==> config.mk <==
export PLATFORM = sky130hd
export DESIGN_NAME = decode_stage_pipe
export DESIGN_NICKNAME = d
export VERILOG_FILES = /design/src/rtl/decode_stage_pipe.sv
export SDC_FILE = /design/constraint.sdc
export NUM_CORES = 2
export LEC_CHECK = 0
export BUFFER_PORTS_ARGS = -buffer_cell sky130_fd_sc_hd__buf_2
export CAP_MARGIN = 5
export CORE_UTILIZATION = 40
export DETAILED_ROUTE_END_ITERATION = 12
export HOLD_SLACK_MARGIN = 0.03
export PLACE_DENSITY_LB_ADDON = 0.3
export SYNTH_ARGS = -nofsm -noshare
export SYNTH_HDL_FRONTEND = slang
export SYNTH_SLANG_ARGS = --single-unit
==> constraint.sdc <==
create_clock -name clk -period 2.3 [get_ports clk]
set_input_delay 0.115 -clock clk [delete_from_list [all_inputs] [get_ports clk]]
set_output_delay 0.115 -clock clk [all_outputs]
set_load 0.01 [all_outputs]
==> src/rtl/decode_stage_pipe.sv <==
// decode_stage_pipe
// Decode stage of the 5-stage core: register file with write-through bypass,
// immediate extension, load-use hazard detection and the D->E pipeline
// register carrying a valid bit. Register count is configurable (RV32I/RV32E).
module decode_stage_pipe #(
    parameter int DATA_WIDTH = 32,
    parameter int NUM_REGS   = 32,
    parameter int A0_IDX     = 10
) (
    input  logic                  clk,
    input  logic                  rst_n,
    input  logic [31:0]           instr_i,
    input  logic [DATA_WIDTH-1:0] PC_F_i,
    input  logic [DATA_WIDTH-1:0] PC_Plus4_F_i,
    input  logic                  validD_i,
    input  logic [2:0]            ImmSrc_i,
    input  logic                  is_load_i,
    input  logic                  stall_i,
    input  logic                  flush_i,
    input  logic [4:0]            RdW_i,
    input  logic [DATA_WIDTH-1:0] WD3_i,
    input  logic                  WE3_i,
    output logic                  stall_o,
    output logic [DATA_WIDTH-1:0] RD1E_o,
    output logic [DATA_WIDTH-1:0] RD2E_o,
    output logic [DATA_WIDTH-1:0] ImmExtE_o,
    output logic [DATA_WIDTH-1:0] PCE_o,
    output logic [DATA_WIDTH-1:0] PC_Plus4E_o,
    output logic [4:0]            RdE_o,
    output logic [4:0]            Rs1E_o,
    output logic [4:0]            Rs2E_o,
    output logic                  validE_o,
    output logic [DATA_WIDTH-1:0] a0_o
);

    localparam int         IDX_W = $clog2(NUM_REGS);
    localparam logic [5:0] NREG  = 6'(NUM_REGS);

    // Instruction fields
    logic [4:0] rs1;
    logic [4:0] rs2;
    logic [4:0] rd;

    assign rs1 = instr_i[19:15];
    assign rs2 = instr_i[24:20];
    assign rd  = instr_i[11:7];

    // Opcode bits are consumed by the control unit, not here.
    logic unused_opcode;
    assign unused_opcode = ^instr_i[6:0];

    // ------------------------------------------------------------------
    // Register file
    // ------------------------------------------------------------------
    logic [DATA_WIDTH-1:0] regs [NUM_REGS];
    logic [NUM_REGS-1:0]   wr_en;

    // One write strobe per register; x0 never takes a write and indices
    // beyond NUM_REGS never match any strobe, so such writes vanish.
    generate
        for (genvar gi = 0; gi < NUM_REGS; gi++) begin : g_wr_en
            if (gi == 0) begin : g_x0
                assign wr_en[gi] = 1'b0;
            end else begin : g_xn
                assign wr_en[gi] = WE3_i && (RdW_i == 5'(gi));
            end
        end
    endgenerate

    // Register array: cleared on reset, written on the rising edge.
    always_ff @(posedge clk or negedge rst_n) begin
        if (!rst_n) begin
            for (int i = 0; i < NUM_REGS; i++) begin
                regs[i] <= '0;
            end
        end else begin
            for (int i = 0; i < NUM_REGS; i++) begin
                if (wr_en[i]) begin
                    regs[i] <= WD3_i;
                end
            end
        end
    end

    // Read with x0/out-of-range -> 0, and same-cycle writeback bypass so the
    // value being written this cycle is seen by the instruction in D.
    function automatic logic [DATA_WIDTH-1:0] read_port(input logic [4:0] idx);
        logic [DATA_WIDTH-1:0] val;
        val = '0;
        if (idx != 5'd0 && {1'b0, idx} < NREG) begin
            if (WE3_i && RdW_i == idx) begin
                val = WD3_i;
            end else begin
                val = regs[idx[IDX_W-1:0]];
            end
        end
        return val;
    endfunction

    logic [DATA_WIDTH-1:0] rd1_d;
    logic [DATA_WIDTH-1:0] rd2_d;

    // Both read ports of the register file
    always_comb begin
        rd1_d = read_port(rs1);
        rd2_d = read_port(rs2);
    end

    // a0 tap straight from the array (no bypass), so a write shows up the
    // cycle after its edge.
    generate
        if (A0_IDX > 0 && A0_IDX < NUM_REGS) begin : g_a0
            assign a0_o = regs[A0_IDX];
        end else begin : g_a0_zero
            assign a0_o = '0;
        end
    endgenerate

    // ------------------------------------------------------------------
    // Immediate extension
    // ------------------------------------------------------------------
    logic [31:0]           imm32;
    logic [DATA_WIDTH-1:0] imm_d;

    // Assemble the 32-bit immediate; every format carries its sign in bit 31.
    always_comb begin
        imm32 = 32'd0;
        case (ImmSrc_i)
            3'b000: imm32 = {{20{instr_i[31]}}, instr_i[31:20]};
            3'b001: imm32 = {{20{instr_i[31]}}, instr_i[31:25], instr_i[11:7]};
            3'b010: imm32 = {{19{instr_i[31]}}, instr_i[31], instr_i[7],
                             instr_i[30:25], instr_i[11:8], 1'b0};
            3'b011: imm32 = {instr_i[31:12], 12'd0};
            3'b100: imm32 = {{11{instr_i[31]}}, instr_i[31], instr_i[19:12],
                             instr_i[20], instr_i[30:21], 1'b0};
            default: imm32 = 32'd0;
        endcase
    end

    // Widen to the datapath by replicating bit 31.
    generate
        if (DATA_WIDTH > 32) begin : g_imm_wide
            assign imm_d = {{(DATA_WIDTH-32){imm32[31]}}, imm32};
        end else begin : g_imm_32
            assign imm_d = imm32[DATA_WIDTH-1:0];
        end
    endgenerate

    // ------------------------------------------------------------------
    // Load-use hazard
    // ------------------------------------------------------------------
    logic load_e;
    logic haz;

    // A valid load in E whose destination is a source of the valid
    // instruction in D forces a one-cycle bubble. Flush overrides it.
    always_comb begin
        haz = validD_i && validE_o && load_e && (RdE_o != 5'd0) &&
              ((RdE_o == rs1) || (RdE_o == rs2));
        stall_o = haz && !flush_i;
    end

    // ------------------------------------------------------------------
    // D -> E pipeline register
    // ------------------------------------------------------------------
    logic bubble;
    assign bubble = flush_i || (!stall_i && haz);

    // E register: flush > external stall > hazard bubble > capture.
    // A bubble only needs valid/rd/load cleared; data follows D.
    always_ff @(posedge clk or negedge rst_n) begin
        if (!rst_n) begin
            RD1E_o      <= '0;
            RD2E_o      <= '0;
            ImmExtE_o   <= '0;
            PCE_o       <= '0;
            PC_Plus4E_o <= '0;
            RdE_o       <= '0;
            Rs1E_o      <= '0;
            Rs2E_o      <= '0;
            validE_o    <= 1'b0;
            load_e      <= 1'b0;
        end else if (bubble || !stall_i) begin
            RD1E_o      <= rd1_d;
            RD2E_o      <= rd2_d;
            ImmExtE_o   <= imm_d;
            PCE_o       <= PC_F_i;
            PC_Plus4E_o <= PC_Plus4_F_i;
            Rs1E_o      <= rs1;
            Rs2E_o      <= rs2;
            if (bubble) begin
                RdE_o    <= 5'd0;
                validE_o <= 1'b0;
                load_e   <= 1'b0;
            end else begin
                RdE_o    <= rd;
                validE_o <= validD_i;
                load_e   <= is_load_i && validD_i;
            end
        end
    end

endmodule
# Yosys cells after proc, flatten, opt, wreduce, memory -nomap -nowiden
# Index checks and enable logic that the tools add are counted.
dict set report word_totals {
  ff_bits 1169
  latchBits 0
  ram_bits 0
  mem_bits_ro 0
  inputBits 143
  out_inout_bits 209
  memories 0
}
dict set report op_classes {
  add_sub_neg 0
  n_mul 0
  div 0
  magnitude_cmp 2
  n_eq_ne 39
  shift 0
  muxes 14
  bitwise 2
  n_reduce_logical 49
}
# op n
set op_table {}
lappend op_table {{$bmux W32 S5} 2}
lappend op_table {{$mux W32} 8}
lappend op_table {{$pmux W32 S5} 1}
lappend op_table {{$eq A5 B5 Y1 const B} 16}
lappend op_table {{$eq A5 B4 Y1 const B} 8}
lappend op_table {{$logic_and A1 B1 Y1} 40}
lappend op_table {{$eq A5 B3 Y1 const B} 4}
lappend op_table {{$eq A5 B5 Y1} 4}
lappend op_table {{$reduce_bool A5 Y1} 3}
lappend op_table {{$ge A6 B6 Y1 const B} 2}
lappend op_table {{$not A5 Y6} 2}
lappend op_table {{$eq A5 B2 Y1 const B} 2}
lappend op_table {{$eq A3 B2 Y1 const B} 2}
lappend op_table {{$eq A5 B1 Y1 const B} 1}
lappend op_table {{$mux W5} 1}
lappend op_table {{$eq A3 B1 Y1 const B} 1}
lappend op_table {{$eq A3 B3 Y1 const B} 1}
lappend op_table {{$logic_not A3 Y1} 1}
lappend op_table {{$logic_or A1 B1 Y1} 3}
lappend op_table {{$logic_not A1 Y1} 2}
lappend op_table {{$mux W1} 2}

# Longest topological paths before layout
dict set report logic_depth {
  ltp_word 7
  depth_mapped 11
  mapped_depth_nobuf 5
}

# Worst setup path before layout
# Ideal clock, no wire load.
dict set report synth_timing {
  path_type {input-to-reg}
  from {input instr_i[20]}
  to {register RD2E_o[30]}
  setup_time_ns 0.120
  arrival_ns 1.963
  required_time_ns 2.180
  path_slack_ns 0.217
  path_stages 9
  n_path_buf 5
  cell_sequence {buf_6 buf_12 buf_6 buf_4 buf_2 mux4_2 mux2i_1 nand3_1 a31o_2}
}
dict set report synth_via {
  elab_chain_len 6
}
# item line
set synth_lines {}
lappend synth_lines {{start: declaration} 12} ;# input logic [31:0] instr_i,
lappend synth_lines {{$not A5 Y6 (implied by the code) or $eq A5 B5 Y1 (tied branches)} {94, 159}}
lappend synth_lines {{$bmux W32 S5 or $logic_or A1 B1 Y1 (tied branches)} {94, 159}}
lappend synth_lines {{$mux W32 (implied by the code) or $logic_and A1 B1 Y1 (tied branches)} {94, 158}}
lappend synth_lines {{$mux W32 (implied by the code) or $logic_and A1 B1 Y1 (tied branches)} {94, 167}}
lappend synth_lines {{$mux W32 or $logic_or A1 B1 Y1 (tied branches)} {91, 167}}
lappend synth_lines {{$mux W32 or $logic_or A1 B1 Y1 (tied branches)} {90, 183}}
lappend synth_lines {{end signal: assignment} 185} ;# RD2E_o <= rd2_d;
lappend synth_lines {{end: declaration} 25} ;# output logic [DATA_WIDTH-1:0] RD2E_o,
# Several ways; a longest one is shown, not always the timed one. The select of a mux whose other input is x is not followed.
# A chain may end at the register's enable or synchronous reset.

# Final worst setup path
dict set report layout_timing {
  from {input instr_i[22]}
  to {register RD2E_o[27]}
}
# The elaborated chain is that of the path after synthesis.

==> reports/metrics.csv <==
metric,value,unit
final weighted congestion in routability-driven placement,0.882,
number of placement rows,142,
count of buffer and inverter cells on the critical path,4,
number of warnings issued by yosys,0,
Root Buffer,clkbuf_16,
required time at the endpoint of the critical path,2.94,ns
Chip Height,391,µm
Yosys top cell area share,0.483,
critical path's slowest cell,a2111oi_0,
period utilization,1.02,
total leakage power,31.7,nW
wire per inst,31.2,µm
area of the core,150000,µm²
Unique masters post-synth,66,
wire length of the first global-routing pass,306,mm
top cell family by delay on the critical path,buffers and inverters,
unrepaired setup endpoints after global routing,true,
"Avg Cell Area, Syn",14.5,µm²
post-placement setup slack,-0.327,ns
cell taking the most area after synthesis,dfrtp_1,
dpl hpwl,136,mm
fraction of registers with async set/reset,1.00,
DIE WIDTH,391,µm
setup_tns,-0.0556,ns
grt ovf,0,
biggest area contributors in the synthesized netlist,"dfrtp_1, mux2_2, mux4_2",
final number of max-transition violations,0,
peak supply drop,0.739,mV
register bit total from synthesis,1169,
outcome,finished with violations,
"most common cell after layout, fill and taps aside",dfrtp_1,
number of maximum-capacitance constraint violations,0,
Fill cells,12928,
delay of the slowest critical-path stage,0.79,ns
final-report setup violation count,1,
worst-case clock buffer depth,3,
post-synth net total,4333,
routed length on met2,97.8,mm
FF-to-FF setup slack,0.11,ns
Max Used Layer,met5,
Final Cell Area,72200,µm²
slew at the pin closest to its max-slew limit,1.08,ns
hold violation count in the final report,0,
fraction of final layout cells with drive strength greater than 1,0.520,
fin cells,6769,
type of the tightest min-delay check,input pin to register,
Overall Global Routing Usage,0.274,
instance count of the mapped netlist,4190,
count of clock tree sinks,1169,
sequential-to-total area share from yosys stat,0.483,
"Data arrival, critical path",3.00,ns
number of iterations in the first detailed-routing pass,5,
Initial Util,0.404,
crit path max fanout,37,
number of DRC violations after detailed routing,0,
kind of capture point of the worst setup path,register,
layout net count,4794,
top-level I/O count,352,
Port Buffer Count,344,
violated checks,setup timing,
dominant register cell in the synthesized netlist,dfrtp_1,
vias in the first global route,42674,
f_max,425,MHz
largest net degree at the start of global routing,117,
clock-pin slew on the worst setup and hold paths,0.06,ns
number of buffers created by CTS,121,
area added between synthesis and finish,19.2,%
startpoint kind of the worst setup timing path,input pin,
instance area at placement,66600,µm²
total routed wire length on the met1 layer,86.3,mm
vias after detailed routing,42102,
antenna violations before repair,7,
Placed Instances,6406,
final setup margin,-0.0556,ns
average vias per placed instance,6.22,
"Setup Fix Bufs, Post-CTS",0,
"commonest cells after routing, fill and taps aside","dfrtp_1, mux2_2, mux4_2, buf_2, buf_4",
total wire length after detailed routing,211,mm
Clock Skew,0.0368,ns
cell-by-cell listing of the critical path,dlygate4sd3_1 -> buf_6 -> buf_4 -> nand2_1 -> o22ai_1 -> a2111oi_0 -> buf_4 -> a2111oi_0 -> a221o_1,
cell area power density,842,nW/µm²
initial DRC count,4304,
H-Tree Level Count,3,
tightest slew margin relative to the limit,0.277,
Antenna Violating Nets Remaining,0,
"EDFF count, synth",0,
cell area after synthesis,60600,µm²
floorplan die area,153000,µm²
Final min period,2.36,ns
worst hold slack,0.0957,ns
kind of critical path,input pin to register,
routed wl met3,17.2,mm
clock latency on the worst-skew pair,0.79,ns
CTS tree,built,
per-layer routing:
layer / up-vias / global-route usage
met3: 439 / 0.0532
li1: 17095 / -
met2: 2007 / 0.431
met5: - / 0
met1: 22553 / 0.368
met4: 8 / 0.122
per-stage QoR:
step	power, W	util
after CTS	0.0611	0.481
final	0.0608	0.481
after floorplan	0.0353	-
after global placement	0.0393	0.444
after global routing	0.0633	0.481
after detailed placement	0.0397	0.444
final timing paths:
| check | start | endpoint | depth (start not counted) |
|---|---|---|---|
| setup / recovery | instr_i[22] | RD2E_o[27]$_DFFE_PN0P_ | 9 |
| hold / removal | stall_i | ImmExtE_o[23]$_DFFE_PN0P_ | 5 |
| setup reg to reg | regs[723]$_DFFE_PN0P_ | RD2E_o[19]$_DFFE_PN0P_ | 5 |
| hold reg to reg | ImmExtE_o[22]$_DFFE_PN0P_ | ImmExtE_o[22]$_DFFE_PN0P_ | 2 |
| max in group asynchronous | rst_n | RdE_o[4]$_DFFE_PN0P_ | 3 |
| min in group asynchronous | rst_n | regs[880]$_DFFE_PN0P_ | 3 |
cell usage after synthesis, drive strengths merged, types with 42 or more instances:
library cell	n
nand2	105
o21ai	81
a22oi	95
nor2	42
o22ai	52
mux4	387
buf	239
clkbuf	232
mux2i	184
a221oi	57
dfrtp	1169
mux2	1149
a221o	61
sequential cells by signal (all words and copies together) (netlist names):
signal,count
regs,960
ImmExtE_o,32
PCE_o,32
PC_Plus4E_o,32
RD1E_o,32
RD2E_o,32
a0_o,32
RdE_o,5
Rs1E_o,5
Rs2E_o,5
load_e,1
validE_o,1
kinds of logic after synthesis:
| logic type | share of synthesized area |
|---|---|
| flops | 0.483 |
| mux | 0.388 |
| compound gates | 0.0638 |
| simple gates | 0.0237 |
| xor+xnor | 0.00303 |
| buf+inv | 0.0390 |
repair_timing:
action                                  4_1_cts  5_1_grt
hold buffers                                137        1
resized for setup                             0        5
endpoints found under the setup margin        0       10
endpoints found under the hold margin      2213        1
tightest hold or removal path, stage by stage:
cell and delay, ns:
buf_2 0.12, nor2b_4 0.17, buf_12 0.21, nand2_1 0.10, o21ai_0 0.07
layout make-up:
class	count	area, µm²	share of cell area
flip-flops and latches	1169	29300	0.405
clock inverters	61	790	0.0109
diodes	3	7.51	0.000104
well taps	2016	2520	0.0349
clock buffers	161	3430	0.0475
repair buffers	809	7010	0.0971
multi-input cells	2548	29200	0.404
inverters	2	7.51	0.000104
report_power, final:
group,leakage (nW),switching [W],internal [W]
Combinational,14.8,0.00521,0.00726
Clock,2.10,0.00873,0.0124
Sequential,14.9,0.00295,0.0243
(Power assumes the default switching activity.)
